--- config.mk ---
export PLATFORM = sky130hd
export DESIGN_NAME = scan_chain_controller
export DESIGN_NICKNAME = d
export VERILOG_FILES = /design/src/rtl/scan_chain_controller.sv
export SDC_FILE = /design/constraint.sdc
export NUM_CORES = 1
export LEC_CHECK = 0
export CORE_UTILIZATION = 35
export CTS_BUF_LIST = sky130_fd_sc_hd__clkbuf_16
export CTS_CLUSTER_DIAMETER = 30
export CTS_CLUSTER_SIZE = 8
export DETAILED_ROUTE_END_ITERATION = 10
export GPL_TIMING_DRIVEN = 1
export PLACE_DENSITY_LB_ADDON = 0.25
export SLEW_MARGIN = 10
export SYNTH_ARGS = -nofsm -noshare
export SYNTH_HDL_FRONTEND = slang
export SYNTH_SLANG_ARGS = --single-unit
--- constraint.sdc ---
create_clock -name clk -period 2.48 [get_ports clk]
set_input_delay 0.372 -clock clk [delete_from_list [all_inputs] [get_ports clk]]
set_output_delay 0.372 -clock clk [all_outputs]
set_load 0.01 [all_outputs]
--- src/rtl/scan_chain_controller.sv ---
`timescale 1ns/1ps
// scan_chain_controller: shifts one selected design's inputs into the shared scan chain,
// latches them, captures the design outputs and shifts them back out.
module scan_chain_controller #(
    parameter int NUM_DESIGNS = 8,
    parameter int NUM_IOS     = 8,
    parameter int SEL_WIDTH   = 9,
    parameter int DIV_WIDTH   = 8
) (
    input  logic                 clk,
    input  logic                 reset,
    input  logic [SEL_WIDTH-1:0] active_select,
    input  logic [NUM_IOS-1:0]   inputs,
    input  logic                 continuous,
    input  logic                 start,
    input  logic [DIV_WIDTH-1:0] clk_div,
    output logic [NUM_IOS-1:0]   outputs,
    output logic                 ready,
    output logic                 out_valid,
    output logic                 sel_error,
    output logic                 scan_clk,
    output logic                 scan_data_out,
    output logic                 scan_select,
    output logic                 scan_latch_enable,
    input  logic                 scan_data_in
);

    localparam int D_W = (NUM_DESIGNS > 1) ? $clog2(NUM_DESIGNS) : 1;
    localparam int K_W = (NUM_IOS > 1) ? $clog2(NUM_IOS) : 1;
    localparam logic [D_W-1:0]       D_LAST   = D_W'(NUM_DESIGNS - 1);
    localparam logic [K_W-1:0]       K_LAST   = K_W'(NUM_IOS - 1);
    localparam logic [SEL_WIDTH-1:0] SEL_LAST = SEL_WIDTH'(NUM_DESIGNS - 1);

    typedef enum logic [2:0] {IDLE, LOAD, LATCH, CAPTURE, READ} state_t;

    state_t               state, state_n;
    logic [D_W-1:0]       d_cnt, d_n, d_adv;
    logic [K_W-1:0]       k_cnt, k_n, k_adv;
    logic [DIV_WIDTH-1:0] phase, phase_n, div_r;
    logic [SEL_WIDTH-1:0] target_r, target_new;
    logic [NUM_IOS-1:0]   inputs_r, shadow, shadow_n, shadow_cap, outputs_n;
    logic                 err_new, launch, tick, last_bit, in_win, adv_win;
    logic                 sclk_n, sdo_n, sel_n, le_n, valid_n;

    assign ready = (state == IDLE);

    // NOTE: every signal gets a default before the case so no path leaves it unassigned,
    // which would otherwise infer a latch.
    always_comb begin
        state_n    = state;
        d_n        = d_cnt;
        k_n        = k_cnt;
        phase_n    = phase;
        sclk_n     = scan_clk;
        sdo_n      = scan_data_out;
        sel_n      = scan_select;
        le_n       = scan_latch_enable;
        shadow_n   = shadow;
        outputs_n  = outputs;
        valid_n    = 1'b0;
        launch     = 1'b0;

        err_new    = int'(active_select) >= NUM_DESIGNS;
        target_new = SEL_LAST - active_select;
        tick       = (phase == div_r);
        last_bit   = (d_cnt == D_LAST) && (k_cnt == K_LAST);

        if (k_cnt == K_LAST) begin
            k_adv = '0;
            d_adv = d_cnt + D_W'(1);
        end else begin
            k_adv = k_cnt + K_W'(1);
            d_adv = d_cnt;
        end

        in_win  = !sel_error && (SEL_WIDTH'(d_cnt) == target_r);
        adv_win = !sel_error && (SEL_WIDTH'(d_adv) == target_r);

        shadow_cap = shadow;
        if (in_win) shadow_cap[K_LAST - k_cnt] = scan_data_in;

        if (state != IDLE) phase_n = tick ? '0 : phase + DIV_WIDTH'(1);

        case (state)
            IDLE: begin
                if (continuous || start) begin
                    launch   = 1'b1;
                    state_n  = LOAD;
                    d_n      = '0;
                    k_n      = '0;
                    phase_n  = '0;
                    sclk_n   = 1'b0;
                    shadow_n = '0;
                    // First bit is driven straight from the launch values.
                    sdo_n    = (!err_new && target_new == '0) ? inputs[NUM_IOS-1] : 1'b0;
                end
            end
            LOAD: begin
                if (tick) begin
                    if (!scan_clk) begin
                        sclk_n = 1'b1;
                    end else begin
                        sclk_n = 1'b0;
                        if (last_bit) begin
                            state_n = LATCH;
                            le_n    = 1'b1;
                            d_n     = '0;
                            k_n     = '0;
                            sdo_n   = 1'b0;
                        end else begin
                            d_n   = d_adv;
                            k_n   = k_adv;
                            sdo_n = adv_win ? inputs_r[K_LAST - k_adv] : 1'b0;
                        end
                    end
                end
            end
            LATCH: begin
                if (tick) begin
                    le_n    = 1'b0;
                    sel_n   = 1'b1;
                    state_n = CAPTURE;
                end
            end
            CAPTURE: begin
                if (tick) begin
                    if (!scan_clk) begin
                        sclk_n = 1'b1;
                    end else begin
                        sclk_n  = 1'b0;
                        sel_n   = 1'b0;
                        state_n = READ;
                    end
                end
            end
            READ: begin
                if (tick) begin
                    if (!scan_clk) begin
                        sclk_n = 1'b1;
                    end else begin
                        sclk_n   = 1'b0;
                        shadow_n = shadow_cap;
                        if (last_bit) begin
                            if (!sel_error) outputs_n = shadow_cap;
                            valid_n = 1'b1;
                            state_n = IDLE;
                            d_n     = '0;
                            k_n     = '0;
                        end else begin
                            d_n = d_adv;
                            k_n = k_adv;
                        end
                    end
                end
            end
            default: state_n = IDLE;
        endcase
    end

    // NOTE: state is updated with non-blocking assignments so every register samples the
    // pre-edge values computed above.
    always_ff @(posedge clk or negedge reset) begin
        if (!reset) begin
            state             <= IDLE;
            d_cnt             <= '0;
            k_cnt             <= '0;
            phase             <= '0;
            div_r             <= '0;
            target_r          <= '0;
            // NOTE: the data registers are reset too; they are few and a cleared shadow
            // keeps the abort behaviour deterministic.
            inputs_r          <= '0;
            shadow            <= '0;
            outputs           <= '0;
            out_valid         <= 1'b0;
            sel_error         <= 1'b0;
            scan_clk          <= 1'b0;
            scan_data_out     <= 1'b0;
            scan_select       <= 1'b0;
            scan_latch_enable <= 1'b0;
        end else begin
            state             <= state_n;
            d_cnt             <= d_n;
            k_cnt             <= k_n;
            phase             <= phase_n;
            shadow            <= shadow_n;
            outputs           <= outputs_n;
            out_valid         <= valid_n;
            scan_clk          <= sclk_n;
            scan_data_out     <= sdo_n;
            scan_select       <= sel_n;
            scan_latch_enable <= le_n;
            if (launch) begin
                inputs_r  <= inputs;
                div_r     <= clk_div;
                target_r  <= target_new;
                sel_error <= err_new;
            end
        end
    end

endmodule

# ---- Word-level counts from Yosys, hierarchy flattened
# Index checks and enable logic that the tools add are counted.
# Widths: inputs -> output; s select.
dict set report classes {
  n_shift 0
  multipliers 0
  add_sub_neg 6
  n_bitwise 1
  muxes 62
  div_mod_pow 0
  eq_ne 22
  n_reduce_logical 27
  n_lt_le_gt_ge 4
}
# operator count
set ops {}
lappend ops {{$mux 8} 8}
lappend ops {{$mux 3} 19}
lappend ops {{$mux 1} 24}
lappend ops {{$eq 3x9->1} 2}
lappend ops {{$ne 2x2->1 const B} 9}
lappend ops {{$pmux 8 s2} 1}
lappend ops {{$reduce_and 4->1} 4}
lappend ops {{$pmux 3 s5} 1}
lappend ops {{$pmux 3 s2} 2}
lappend ops {{$reduce_bool 2->1} 6}
lappend ops {{$reduce_and 10->1} 1}
lappend ops {{$reduce_and 5->1} 2}
lappend ops {{$eq 3x3->1 const B} 3}
lappend ops {{$ge 9x4->1 const B} 1}
lappend ops {{$logic_not 9->1} 1}
lappend ops {{$sub 3x9->9 const A} 1}
lappend ops {{$add 8x1->8 const B} 1}
lappend ops {{$bwmux 8} 1}
lappend ops {{$eq 8x8->1} 1}
lappend ops {{$lt 3x4->1 const B} 2}
lappend ops {{$ne 2x1->1 const B} 4}
lappend ops {{$pmux 1 s2} 4}
lappend ops {{$add 3x1->3 const B} 2}
lappend ops {{$eq 3x2->1 const B} 2}
lappend ops {{other kinds (14)} 20}
dict set report totals {
  mem_bits_rw 0
  output_inout_bits 15
  in_bits 30
  latchBits 0
  mem_bits_ro 0
  ff_bits 64
  elab_cells 137
  mem_count 0
}

# ---- Longest topological paths before layout
# Gate-level depths: netlist of run 1.
dict set report logic_depth {
  word_depth 10
  mapped_depth 8
  mapped_depth_nobuf 7
}

# ---- Worst setup path before layout of run 1
# OpenSTA, ideal clock, no wires.
dict set report synth_timing {
  kind {reg2reg}
  from {register k_cnt[1]}
  to {register scan_data_out}
  required_time_ns 2.352
  synth_period_minus_slack_ns 2.446
  stages_incl_launch_ff 9
  n_path_buf 1
  slack_ns 0.034
  setup_ns 0.128
  t_arrival_ns 2.318
  path_cell_list {dfrtp_1 -> ha_1 -> ha_1 -> buf_2 -> nor2_1 -> mux2_2 -> o32a_1 -> a41o_1 -> mux2_1}
}
dict set report synth_between {
  elab_chain_len 10
  word_cells_on_any_way 15
  classes_between {add/sub: 2; eq/ne: 2; mux: 9; reduce/logical: 2}
}
# element line_no
set synth_lines {}
lappend synth_lines {{start, declared} 38} ;# logic [K_W-1:0] k_cnt, k_n, k_adv;
lappend synth_lines {{start signal, assigned} 184} ;# k_cnt <= k_n;
lappend synth_lines {{$add 3x1->3 or $eq 3x3->1 (tied branches)} {72, 66, 68}}
lappend synth_lines {{$mux 3} 68} ;# if (k_cnt == K_LAST) begin
lappend synth_lines {{$sub 3x3->3} 113} ;# sdo_n = adv_win ? inputs_r[K_LAST - k_adv] : 1'b0;
lappend synth_lines {{$bmux 1 s3} 113}
lappend synth_lines {{$mux 1 (implied by the code)} 113}
lappend synth_lines {{$mux 1} 113}
lappend synth_lines {{$mux 1 (*)} 104} ;# if (last_bit) begin
lappend synth_lines {{$mux 1 (*)} 100} ;# if (!scan_clk) begin
lappend synth_lines {{$mux 1 (*)} 99} ;# if (tick) begin
lappend synth_lines {{$pmux 1 s2 (*)} 84} ;# case (state)
lappend synth_lines {{end signal, assigned} 190} ;# scan_data_out <= sdo_n;
lappend synth_lines {{end, declared} 22} ;# output logic scan_data_out,
# Mark *: on every way between the ends. The rest lies on a longest branch, timed or not. The select of a mux whose other input is x is not followed.
# A chain may end at the register's enable or synchronous reset.

# ---- Worst setup path in the final report of run 1
dict set report layout_timing {
  from {register state[1]}
  to {output ready}
}
dict set report layout_between {
  elab_chain_len 1
}
# element line_no
set layout_lines {}
lappend layout_lines {{start, declared} 36} ;# state_t state, state_n;
lappend layout_lines {{start signal, assigned} 182} ;# state <= state_n;
lappend layout_lines {{$logic_not 3->1} 45} ;# assign ready = (state == IDLE);
lappend layout_lines {{end, declared} 18} ;# output logic ready,
# Every way passes these cells.

==> run_results.csv, run 1 <==
group,metric,value,unit
grt,grt_pass1_vias,2803,
power,cellLeakagePower,1.91,nW
worst_setup_path,crit_path_end_kind,"primary output",
yosys,syn_nets,410,
yosys,synthesis.area,3490,um2
sta,worst_pin_slew,0.584,ns
floorplanning,die_w,102,um
power,total_power,3.01,mW
placement,gp_congestion,0.798,
worst_hold_path,hold_path.class,"in2async",
drt,antenna_left,0,
sta,slew_violations,0,
cells_and_area,nNetsFinal,469,
clock_network,cts-root-buf,"clkbuf_16",
clock_network,cts_buffers,9,
sta,skew,0.00632,ns
worst_setup_path,critPathSlowestCell,"clkdlybuf4s50_1",
sta,fin_setup_tns,0,ns
clock_network,postCtsSetupBuffers,0,
grt,overflow,0,
clock_network,clk_pin_slew,0.05,ns
yosys,synth_area_leaders,"dfrtp_1, nand2_1, xnor2_1",
floorplanning,io_pins,45,
yosys,yosys_most_used_dff,"dfrtp_1",
worst_setup_path,crit_family,"buffers and inverters",
sta,relSlewSlack,61.1,%
run,max_cap_viol_count,0,
power,p_seq_share,43.9,%
yosys,synth_top_area_cell,"dfrtp_1",
sta,fin_crit,2.24,ns
power,p_clk_share,35.9,%
worst_setup_path,max_stage_delay,0.57,ns
cells_and_area,mostFrequentLayoutCells,"nand2_1, dfrtp_1, clkdlybuf4s50_1, a21oi_1, o21ai_0",
floorplanning,die_h,102,um
drt,drc,0,
sta,fin_crit_sh,90.2,%
placement,place_hpwl,5800,um
yosys,syn-instance-count,373,
clock_network,clock_latency,0.32,ns
drt,routed_wirelength,7900,um
floorplanning,die_area,10400,um2
grt,grt_pass1_wl,13600,um
power,p_per_area,678,nW/um2
cells_and_area,synthToLayoutAreaGrowth,27.2,%
yosys,ys_ff_latch,64,
clock_network,cts_hold_buffers,0,
yosys,yosysUniqueCellTypes,56,
sta,setup_viol,0,
drt,dr.pass1.iters,5,
yosys,synth.avg_cell_area,9.37,um2
clock_network,ctsResizeCount,0,
yosys,async_reset_ff_share,100,%
yosys,ys_warn_count,0,
clock_network,cts_tree,"yes",
sta,holdWs,0.0463,ns
yosys,yosysTopAreaCellShare,45.8,%
drt,wl_per_cell,13.9,um
power,power.internal,2.13,mW
floorplanning,core_area,9730,um2
power,swShare,29.3,%
power,peakVddDrop,269,uV
worst_setup_path,start_kind,"flip-flop",
worst_setup_path,crit_fanout,8,
floorplanning,row_count,36,
placement,io_buffer_count,44,
drt,viasPerCell,5.12,
sta,rsz0062_at_grt,"false",
sta,hold_viol,0,
sta,fmax,0.447,GHz
drt,initialDrtViolationCount,100,
clock_network,cts_buffer_depth,2,
drt,dr_total_vias,2915,
worst_setup_path,cp.arrival,1.86,ns
worst_setup_path,timing.critical_path.buf_inv,2,
worst_setup_path,crit_type,"reg2out",
outcome,status,"complete, no violations",
cells_and_area,antenna_cells,0,
cells_and_area,layout-drive-gt1-share,11.7,%
cells_and_area,mostFrequentLayoutCell,"nand2_1",
clock_network,htreeDepth,3,
power,netSwitchingPower,883,uW
floorplanning,start_util,35.9,%
clock_network,numClockSinks,64,
grt,grt_max_degree,41,
grt,grt.total_usage,16.9,%
yosys,ys_seq_area_share,45.8,%
grt,antenna_found_initial,0,
yosys,synth_edf_count,0,
worst_setup_path,crit_chain,"or3_1, clkinv_1, clkdlybuf4s50_1",
power,p_comb_share,20.1,%
worst_setup_path,required,2.11,ns
## cell families (layout without fill, tap and decap cells)
| kind of cell | count (synthesis) | count (layout) | share of synthesized area (%) |
|---|---|---|---|
| compound gates | 84 | 84 | 15.8 |
| xor+xnor | 23 | 23 | 5.77 |
| fa+ha+maj | 7 | 7 | 2.51 |
| mux | 13 | 13 | 4.05 |
| buf+inv | 23 | 86 | 2.58 |
| simple gates | 159 | 159 | 23.5 |
| flops | 64 | 64 | 45.8 |
## flip-flops by register name, indices dropped and copies added (netlist names), 3 cells and up
| signal | cells |
|---|---|
| d_cnt | 3 |
| div_r | 8 |
| target_r | 9 |
| phase | 8 |
| k_cnt | 3 |
| outputs | 8 |
| inputs_r | 8 |
| state | 3 |
| shadow | 8 |
## per-layer routing
metal  GRT usage [%]  wire, um  up-vias  share of wire [%]
li1                -         -     1455                  -
met1            23.0      3810     1399                 48
met2            26.3      3720       51                 47
met3            3.28       235       10                3.0
met4            7.36       140        0                1.8
met5               0         0        -                  0
## power by group through the flow
stage          combinational (mW)  clock, mW  sequential, mW
6_report                    0.607       1.08            1.32
5_1_grt                     0.682       1.17            1.35
4_1_cts                     0.617       1.11            1.33
3_5_place_dp                0.614          0            1.34
3_3_place_gp                0.597          0            1.34
2_1_floorplan               0.430          0            1.30
## synthesized netlist by cell type, types with 2 or more instances
| library cell | number |
|---|---|
| nand2_1 | 75 |
| dfrtp_1 | 64 |
| a21oi_1 | 20 |
| o21ai_0 | 19 |
| nor2_1 | 17 |
| xnor2_1 | 12 |
| clkbuf_1 | 11 |
| xor2_1 | 11 |
| a21o_1 | 9 |
| a31oi_1 | 9 |
| or3_1 | 9 |
| mux2_2 | 8 |
| nand3_1 | 8 |
| nor3_1 | 8 |
| ha_1 | 7 |
| inv_1 | 7 |
| and3_1 | 6 |
| nand2b_1 | 6 |
| a211o_1 | 5 |
| o41ai_1 | 5 |
| mux2i_1 | 4 |
| nand4_1 | 4 |
| nor3b_1 | 4 |
| o31ai_1 | 4 |
| buf_2 | 3 |
| nand4b_1 | 3 |
| nor4_1 | 3 |
| and2_1 | 2 |
| nor4_4 | 2 |
| o22ai_1 | 2 |
## area by class of cell
cell class                 instances  area (um2)
clock buffer                       9         225
sequential                        64        1600
timing repair buffer              63         591
multi-input combinational        286        1800
clock inverter                     6        28.8
tap                              133         166
inverter                           8        30.0
fill                            1010        5290
## worst reg2reg max path, cell delays in order (launching register included)
cell and delay (ns):
dfrtp_1 0.38, ha_1 0.20, ha_1 0.19, nor2_1 0.16, mux2_2 0.35, o32a_1 0.29
a41o_1 0.22, mux2_1 0.28
## final timing paths
kind                              from       endpoint  slack [ns]  depth (start not counted)
min in group clk           inputs_r[1]    inputs_r[1]        0.47                          2
min reg2reg                inputs_r[1]    inputs_r[1]        0.47                          2
min                              reset     outputs[2]        0.05                          1
max reg2reg                   k_cnt[0]  scan_data_out        0.29                          7
max in group asynchronous        reset       phase[6]        1.80                          2
max                           state[1]          ready        0.24                          3
## per-stage QoR
step / setup slack [ns] / cell area [um2] / util [%] / std cells
after floorplan: 0.0341 / 3490 / - / 373
after global placement: 0.142 / 4190 / 43.1 / 554
after detailed placement: 0.0478 / 4190 / 43.1 / 554
after CTS: 0.230 / 4440 / 45.7 / 569
after global routing: 0.122 / 4440 / 45.7 / 569
final: 0.244 / 4440 / 45.7 / 569
No activity file was read; power rests on OpenSTA's default activity.
==> run 2, diff against run 1 <==
- ABC_AREA: unset -> 1
==> run 2 against run 1 <==
  * The flow now finishes with violations (negative hold slack)
  * First-iteration DRC count up 88%
  * Register-to-register slack better by 0.11 ns
  * Count of clock-buffer cells in the layout unchanged
  * Sequential power down 3%
  * Die area up 7.2%
  * Global-route usage about the same
  * Total power down 0.67%
  * Synthesized cell count up 44%
  * Largest power group unchanged
==> run_results.csv, run 2 <==
group,metric,value,unit
worst_setup_path,endpoint,"ready",
yosys,syn_nets,575,
floorplanning,core_area,10400,um2
outcome,status,"complete, but fails checks",
placement,post-place-ws,0.431,ns
clock_network,htreeDepth,3,
drt,drc,0,
worst_setup_path,crit_type,"reg2out",
yosys,synthesis.area,3750,um2
cells_and_area,max_flop_register,"target_r",
cells_and_area,finish.utilization,44.5,%
sta,fin_crit_sh,88.8,%
yosys,synth_area_leaders,"dfrtp_1, nand2_1, nand3_1",
floorplanning,row_count,37,
placement,gp_congestion,0.861,
drt,wl_per_cell,11.8,um
sta,slew_violations,0,
grt,grtUsageMet2,28.5,%
grt,grt_pass1_wl,15200,um
drt,viasPerCell,4.68,
outcome,violations,"negative hold slack",
drt,antenna_left,0,
power,p_clk_share,38.6,%
sta,holdWs,-0.0146,ns
grt,grt-busiest-layer,"met2",
yosys,yosysUniqueCellTypes,27,
placement,dpl-instance-area,4350,um2
drt,routed_wirelength,8570,um
worst_setup_path,critPathSlowestCell,"clkdlybuf4s50_1",
grt,overflow,0,
worst_setup_path,crit-reg2reg-launch,"k_cnt[0]",
placement,place_hpwl,6600,um
sta,fin_setup_tns,0,ns
sta,fmax,0.454,GHz
clock_network,cts_tree,"yes",
floorplanning,die_area,11100,um2
grt,grt_pass1_vias,3330,
grt,grt_util_met3,2.78,%
cells_and_area,mostFrequentLayoutCell,"nand2_1",
yosys,yosysTopAreaCellShare,42.7,%
worst_setup_path,crit_fanout,6,
power,cellLeakagePower,2.40,nW
yosys,synth_edf_count,0,
cells_and_area,largest_reg_flops,9,
worst_setup_path,worstSetupStartpoint,"state[0]",
clock_network,clk_pin_slew,0.05,ns
grt,antenna_found_initial,0,
yosys,synth.avg_cell_area,6.97,um2
sta,setup_viol,0,
cells_and_area,antenna_cells,0,
cells_and_area,fin_area,4610,um2
yosys,ys_seq_area_share,42.7,%
clock_network,cts-root-buf,"clkbuf_16",
grt,use_met1,21.7,%
cells_and_area,layout-drive-gt1-share,5.58,%
drt,dr_total_vias,3402,
power,p_comb_share,18.7,%
placement,io_buffer_count,44,
power,netSwitchingPower,863,uW
worst_setup_path,required,2.11,ns
power,p_seq_share,42.6,%
sta,skew,0.00482,ns
drt,dr.pass1.iters,4,
worst_hold_path,hold_path.class,"in2async",
power,power.internal,2.13,mW
yosys,synth_top_area_cell,"dfrtp_1",
clock_network,postCtsSetupBuffers,0,
drt,initialDrtViolationCount,188,
worst_setup_path,r2r_setup_slack,0.40,ns
yosys,ys_top_cells_by_count,"nand2_1, dfrtp_1, inv_1, nor2_1, nand3_1",
yosys,async_reset_ff_share,100,%
clock_network,cts_buffers,9,
worst_setup_path,crit_chain,"nor2_1, inv_2, nor2_4, clkdlybuf4s50_1",
worst_setup_path,crit_path_end_kind,"primary output",
grt,grt_max_degree,37,
sta,hold_viol,16,
grt,grt.total_usage,16.9,%
sta,fin_crit,2.20,ns
cells_and_area,nNetsFinal,626,
sta,worst_slack,0.279,ns
run,max_cap_viol_count,0,
yosys,ys_ff_latch,64,
power,swShare,28.8,%
yosys,ys_warn_count,0,
yosys,yosys_most_used_dff,"dfrtp_1",
clock_network,numClockSinks,64,
floorplanning,die_h,106,um
sta,rsz0062_at_grt,"false",
clock_network,cts_buffer_depth,2,
power,p_per_area,649,nW/um2
worst_setup_path,worstReg2RegEnd,"state[0]",
cells_and_area,mostFrequentLayoutCells,"nand2_1, dfrtp_1, inv_1, nor2_1, nand3_1",
cells_and_area,synthToLayoutAreaGrowth,23.0,%
floorplanning,die_w,106,um
clock_network,clock_latency,0.32,ns
yosys,syn-instance-count,538,
worst_setup_path,max_stage_delay,0.56,ns
floorplanning,start_util,36.2,%
worst_setup_path,cp.arrival,1.83,ns
sta,worst_pin_slew,0.498,ns
worst_setup_path,start_kind,"flip-flop",
yosys,synth_most_common_cell,"nand2_1",
power,peakVddDrop,288,uV
clock_network,cts_hold_buffers,0,
floorplanning,io_pins,45,
worst_setup_path,r2r_cells,11,
sta,relSlewSlack,66.8,%
clock_network,ctsResizeCount,0,
==> run 2: cell count changes after synthesis, sizes merged, moves of 11 or more <==
cell	delta
nor2	+40
a21oi	-12
inv	+51
nand3	+38
nand2	+153
clkbuf	-11
==> run 2: layer usage <==
metal | vias up | wire (um)
met2 | 78 | 4110
met5 | - | 0
met3 | 6 | 373
li1 | 1780 | -
met1 | 1538 | 4020
met4 | 0 | 70
==> run 2: kinds of logic (layout without fill, tap and decap cells) <==
kind of cell	count (synthesis)	in the layout	share of synthesized area, %
simple gates	352	352	39.8
compound gates	39	39	5.57
xor+xnor	10	10	2.34
buf+inv	66	119	7.27
fa+ha+maj	7	7	2.34
flops	64	64	42.7
==> run 2: how the worst min path moves through the flow <==
| stage | from | endpoint |
|---|---|---|
| after floorplan | reset | d_cnt[0] |
| after global placement | reset | outputs[7] |
| after detailed placement | reset | outputs[0] |
| after CTS | reset | outputs[0] |
| after global routing | reset | outputs[0] |
| final | reset | outputs[0] |
==> run 2: worst max-delay path: cells and delay by family (launching register included) <==
family,cells,cell delay (ns)
buffers and inverters,2,0.66
flip-flops,1,0.44
AND/OR/NAND/NOR,2,0.41
==> run 2: layout make-up <==
type,instances,area (um2)
clock buffers,9,225
clock inverters,4,41.3
fillers,1073,5760
inverters,58,220
multi-input cells,408,1880
flip-flops and latches,64,1600
well taps,136,170
repair buffers,48,478
==> run 2: power groups by stage <==
stage | Combinational [mW] | Clock [mW] | Sequential [mW]
CTS | 0.566 | 1.18 | 1.28
global route | 0.652 | 1.22 | 1.29
floorplan | 0.401 | 0 | 1.25
finish | 0.561 | 1.16 | 1.28
global placement | 0.549 | 0 | 1.29
detailed placement | 0.562 | 0 | 1.29
==> run 2: through the flow <==
| step | total power, mW | cells |
|---|---|---|
| 4_1_cts | 3.02 | 727 |
| 6_report | 2.99 | 727 |
| 5_1_grt | 3.16 | 727 |
| 3_3_place_gp | 1.84 | 714 |
| 3_5_place_dp | 1.85 | 714 |
| 2_1_floorplan | 1.65 | 538 |
